$ cat config.mk
export PLATFORM = sky130hd
export DESIGN_NAME = serial_pattern_detector
export DESIGN_NICKNAME = d
export VERILOG_FILES = /design/src/rtl/seq_pkg.sv /design/src/rtl/sat_counter.sv /design/src/rtl/serial_pattern_detector.sv
export SDC_FILE = /design/constraint.sdc
export NUM_CORES = 1
export LEC_CHECK = 0
export ABC_AREA = 0
export CORE_MARGIN = 4
export CORE_UTILIZATION = 49
export CTS_CLUSTER_SIZE = 28
export DETAILED_ROUTE_END_ITERATION = 10
export PLACE_DENSITY = 0.82
export RECOVER_POWER = 25
export SETUP_SLACK_MARGIN = 0.2
export SYNTH_ARGS = -nofsm -noshare
export SYNTH_HDL_FRONTEND = slang
export SYNTH_SLANG_ARGS = --single-unit
$ cat constraint.sdc
create_clock -name clk -period 2.35 [get_ports clk]
set_input_delay 0.47 -clock clk [delete_from_list [all_inputs] [get_ports clk]]
set_output_delay 0.47 -clock clk [all_outputs]
set_load 0.05 [all_outputs]
$ cat src/rtl/seq_pkg.sv
// Shared types and limits for the serial pattern detector.
// PAT_W legality is evaluated here so every user applies the same rule.
package seq_pkg;

    typedef enum logic {
        IDLE = 1'b0,
        RUN  = 1'b1
    } det_state_t;

    localparam int PAT_W_MIN = 2;
    localparam int PAT_W_MAX = 32;

    function automatic bit pat_w_legal(input int w);
        return (w >= PAT_W_MIN) && (w <= PAT_W_MAX);
    endfunction

endpackage

$ cat src/rtl/sat_counter.sv
// Up-counter with synchronous clear that sticks at all-ones.
module sat_counter #(
    parameter int W = 8
) (
    input  logic         clk,
    input  logic         reset,
    input  logic         clr,
    input  logic         inc,
    output logic [W-1:0] count
);

    always_ff @(posedge clk) begin
        if (reset || clr) begin
            count <= '0;
        end else if (inc && (count != {W{1'b1}})) begin
            count <= count + 1'b1;
        end
    end

endmodule

$ cat src/rtl/serial_pattern_detector.sv
// Runtime-loadable serial sequence detector with overlap select,
// valid-qualified input and a saturating match counter.
module serial_pattern_detector
    import seq_pkg::*;
#(
    parameter int PAT_W = 4,
    parameter int CNT_W = 8
) (
    input  logic             clk,
    input  logic             reset,
    input  logic             in,
    input  logic             in_valid,
    input  logic [PAT_W-1:0] pattern,
    input  logic             pattern_load,
    input  logic             overlap,
    output logic             out,
    output logic [CNT_W-1:0] match_count,
    output logic             armed
);

    localparam int FILL_W = $clog2(PAT_W + 1);
    localparam logic [FILL_W-1:0] FULL = FILL_W'(PAT_W);

    generate
        if (!pat_w_legal(PAT_W)) begin : g_bad_pat_w
            $error("serial_pattern_detector: PAT_W must be within 2..32");
        end
    endgenerate

    det_state_t        state, state_n;
    logic [PAT_W-1:0]  pat_reg, pat_n;
    logic [PAT_W-1:0]  hist, hist_n, shifted;
    logic [FILL_W-1:0] fill, fill_n, fill_inc;
    logic              hit;

    assign shifted  = {hist[PAT_W-2:0], in};
    assign fill_inc = (fill == FULL) ? FULL : fill + 1'b1;

    always_ff @(posedge clk) begin
        if (reset) begin
            state   <= IDLE;
            pat_reg <= '0;
            hist    <= '0;
            fill    <= '0;
            out     <= 1'b0;
            armed   <= 1'b0;
        end else begin
            state   <= state_n;
            pat_reg <= pat_n;
            hist    <= hist_n;
            fill    <= fill_n;
            out     <= hit;
            if (pattern_load) armed <= 1'b1;
        end
    end

    // Load wins over a bit presented in the same cycle; that bit is dropped.
    always_comb begin
        state_n = state;
        pat_n   = pat_reg;
        hist_n  = hist;
        fill_n  = fill;
        hit     = 1'b0;
        if (pattern_load) begin
            state_n = RUN;
            pat_n   = pattern;
            hist_n  = '0;
            fill_n  = '0;
        end else if (state == RUN && in_valid) begin
            hist_n = shifted;
            hit    = (fill_inc == FULL) && (shifted == pat_reg);
            // Non-overlap consumes the matched bits; overlap keeps the window full.
            fill_n = (hit && !overlap) ? '0 : fill_inc;
        end
    end

    sat_counter #(.W(CNT_W)) u_match_cnt (
        .clk   (clk),
        .reset (reset),
        .clr   (pattern_load),
        .inc   (hit),
        .count (match_count)
    );

endmodule

==> results of run 1 <==
## cell type report
cell class,instances,area (µm²)
well taps,27,33.8
multi-input cells,82,554
fillers,171,683
flip-flops and latches,20,400
inverters,6,22.5
repair buffers,22,211
clock buffers,4,36.3
## logic make-up (layout without fill, tap and decap cells)
group | Yosys count | count (layout) | share of synthesized area (%)
DFF | 20 | 20 | 40.0
buffers and inverters | 10 | 32 | 4.62
adders and majority gates | 3 | 3 | 3.75
xor gates and xnor gates | 4 | 4 | 3.50
and+or+nand+nor | 46 | 46 | 25.6
muxes | 6 | 6 | 6.00
AOI/OAI and AO/OA | 23 | 23 | 16.5
## where the power goes
group          internal, mW  switching (mW)  total [mW]
clock network        0.0943          0.0985       0.193
logic                0.0289          0.0286      0.0575
registers             0.345         0.00469       0.350
total                 0.468           0.132       0.600
## metal layers
layer | vias up | global-route usage (%) | wire (µm)
met5 | - | 0 | 0
met4 | 0 | 5.53 | 13
met3 | 2 | 3.66 | 110
met2 | 16 | 27.9 | 933
met1 | 396 | 16.6 | 831
li1 | 444 | - | -
## worst max-delay path by stage
stage                                 startpoint  slack (ps)                                end
6_report       u_match_cnt.count[0]$_SDFFE_PP0P_         340                     match_count[0]
3_3_place_gp                                  in         270  u_match_cnt.count[5]$_SDFFE_PP0P_
5_1_grt                             pattern_load         190  u_match_cnt.count[7]$_SDFFE_PP0P_
2_1_floorplan  u_match_cnt.count[0]$_SDFFE_PP0P_         420  u_match_cnt.count[5]$_SDFFE_PP0P_
3_5_place_dp                                  in         230  u_match_cnt.count[5]$_SDFFE_PP0P_
4_1_cts        u_match_cnt.count[4]$_SDFFE_PP0P_         270                     match_count[4]
## synthesized netlist by cell type
master	instances	area share (%)
nand3_1	4	2.0
clkbuf_1	2	0.75
a41oi_2	1	1.6
a41o_1	3	3.0
a22oi_1	1	0.75
nor4_4	1	2.1
nand2_1	12	4.5
xor2_1	2	1.8
nor3b_1	1	0.75
and2_1	3	1.9
ha_1	3	3.8
and3_1	2	1.2
a211oi_1	1	0.75
a21o_1	1	0.75
inv_1	6	2.2
nand4b_1	1	0.88
or3_1	1	0.63
and3b_1	1	0.88
a21oi_1	9	4.5
buf_2	1	0.50
nor2b_1	1	0.63
and4b_2	1	1.1
or2_2	1	0.63
nand4_1	2	1.2
xnor2_1	2	1.8
nor2_1	12	4.5
nand2b_1	1	0.63
dfxtp_1	20	40
buf_6	1	1.1
nor3_2	2	2.0
a31oi_1	3	1.9
o22ai_1	1	0.63
mux2i_1	6	6.0
a31o_2	3	2.6
## repair_timing
action	CTS	global route
hold buffers	0	0
resized for setup	0	1
setup endpoints to repair	0	1
==> metrics.md, run 1 <==
| Metric | Value |
|---|---|
| Core area | `approximately 1900 µm²` |
| Pins Over Slew Limit | `0` |
| # rows | `16` |
| Most frequent cells in the layout | `dfxtp_1, clkdlybuf4s50_1, nor2_1, nand2_1, a21oi_1` |
| Post-CTS setup buffers | `0` |
| DIE HEIGHT | `around 53 µm` |
| Pre-CTS WS | `approximately 230 ps` |
| Post-synthesis cell area | `~1000 µm²` |
| Critical path buffers and inverters | `1` |
| Actual slew at the worst max-slew pin | `502 ps` |
| CP delay by family, top | `buffers and inverters` |
| H-Tree Level Count | `1` |
| Commonest non-fill, non-tap cell in the layout | `dfxtp_1` |
| Unrepaired setup endpoints after global routing | `no` |
| Hold depth | `2` |
| Remaining Overflow, GRT | `0` |
| Overall power | `around 0.6 mW` |
| Lkg Pwr | `between 0.5 and 0.6 nW` |
| Die Footprint | `roughly 2800 µm²` |
| R2R Path End | `u_match_cnt.count[6]$_SDFFE_PP0P_` |
| Worst-Skew Late Latency | `between 200 and 300 ps` |
| Max cap viols | `0` |
| WS Path Type | `register to output port` |
| Largest stage delay, worst path | `830 ps` |
| R2R depth | `8` |
| Tcrit/Tclk final | `85.5%` |
| Vias per cell | `about 5.3` |
| Hpwl dp | `1480 µm` |
| CP Depth | `1` |
| Reg2reg setup slack | `between 400 and 500 ps` |
| Number of warnings issued by yosys | `0` |
| First-pass GRT wire length | `about 3200 µm` |
| Crit path required time | `1880 ps` |
| Initial antenna violation count | `0` |
| Starting Density | `51.5%` |
| Mapped Cells | `about 110` |
| Final hold violation count | `0` |
| IO Port Bufs | `19` |
| Syn nets | `about 130` |
| HP Class | `register to register` |
| Final WL | `1890 µm` |
| Layout net count | `148` |
| CP Max Fanout | `5` |
| Fmax | `roughly 0.50 GHz` |
| Total Routing Usage GR | `15.2%` |
| PD cells | `between 400 and 500 nW/µm²` |
| Final instance area | `roughly 1300 µm²` |
| Dpl cells | `~160` |
| Via count | `about 860` |
| Peak VDD IR | `about 0.4 mV` |
| CTS tree | `done` |
| CTS root buffer | `clkbuf_4` |
| IO Count | `20` |
| Largest register FFs | `8` |
| Register area share after synthesis | `about two fifths` |
| Relative slew margins | `66.5%` |
| Hold Path End | `hist[1]$_SDFFE_PP0P_` |
| Die X | `between 50 and 60 µm` |
| Final setup fails | `0` |
| Total CTS buffers | `3` |
| Util after Layout | `64.8%` |
| Critical Path AT | `approximately 1500 ps` |
| CTS Buffer Depth | `2` |
| Vias in the first global route | `800` |
| Status | `completed` |
| Dpl cell area | `between 1000 and 1500 µm²` |
| Hold slack final | `495 ps` |
| Worst Clk Skew | `between 10 and 15 ps` |
| Antenna diode count | `0` |
| DR DRC count | `0` |
| Hold wc startpoint | `hist[0]$_SDFFE_PP0P_` |
| Initial DRC Count | `11` |
| Layout cells sized above 1 | `11.2%` |
| Final Non-Filler Cells | `around 160` |
| Crit-path slowest cell | `clkdlybuf4s50_1` |
| Yosys cell types | `34` |
| Drt pass-1 iters | `4` |
| Syn Area/Cell | `about 8.9 µm²` |
| Worst-path cell chain | `clkdlybuf4s50_1` |
| Area delta synth->final | `25.8%` |
| Crit end category | `output port` |
| GPL Wtd Cong | `around 0.8` |
| Reg-to-Reg Start | `fill[0]$_SDFFE_PP0P_` |
| Final WS setup | `approximately 340 ps` |
| Worst setup SP type | `register` |
| Pin count of the biggest net entering global routing | `14` |
| Routed Antenna Nets | `0` |
| Fin crit period | `~2000 ps` |
| CTS clk-pin slew, worst paths | `110 ps` |
| CTS Sinks | `20` |
| Setup TNS | `0 ps` |
| Number of synthesized register bits | `20` |
| Post-DR wirelength/cell | `11.7 µm` |
No activity file was read; power rests on OpenSTA's default activity.
==> run 2: changes to the inputs <==
--- a/config.mk
+++ b/config.mk
@@ -6,6 +6,7 @@
 export NUM_CORES = 1
 export LEC_CHECK = 0
 export ABC_AREA = 0
+export CAP_MARGIN = 20
 export CORE_MARGIN = 4
 export CORE_UTILIZATION = 49
 export CTS_CLUSTER_SIZE = 28
@@ -13,6 +14,7 @@
 export PLACE_DENSITY = 0.82
 export RECOVER_POWER = 25
 export SETUP_SLACK_MARGIN = 0.2
+export SLEW_MARGIN = 20
 export SYNTH_ARGS = -nofsm -noshare
 export SYNTH_HDL_FRONTEND = slang
 export SYNTH_SLANG_ARGS = --single-unit
==> results of run 2 <==
Final layout, timing and power as in run 1 (identical DEF).
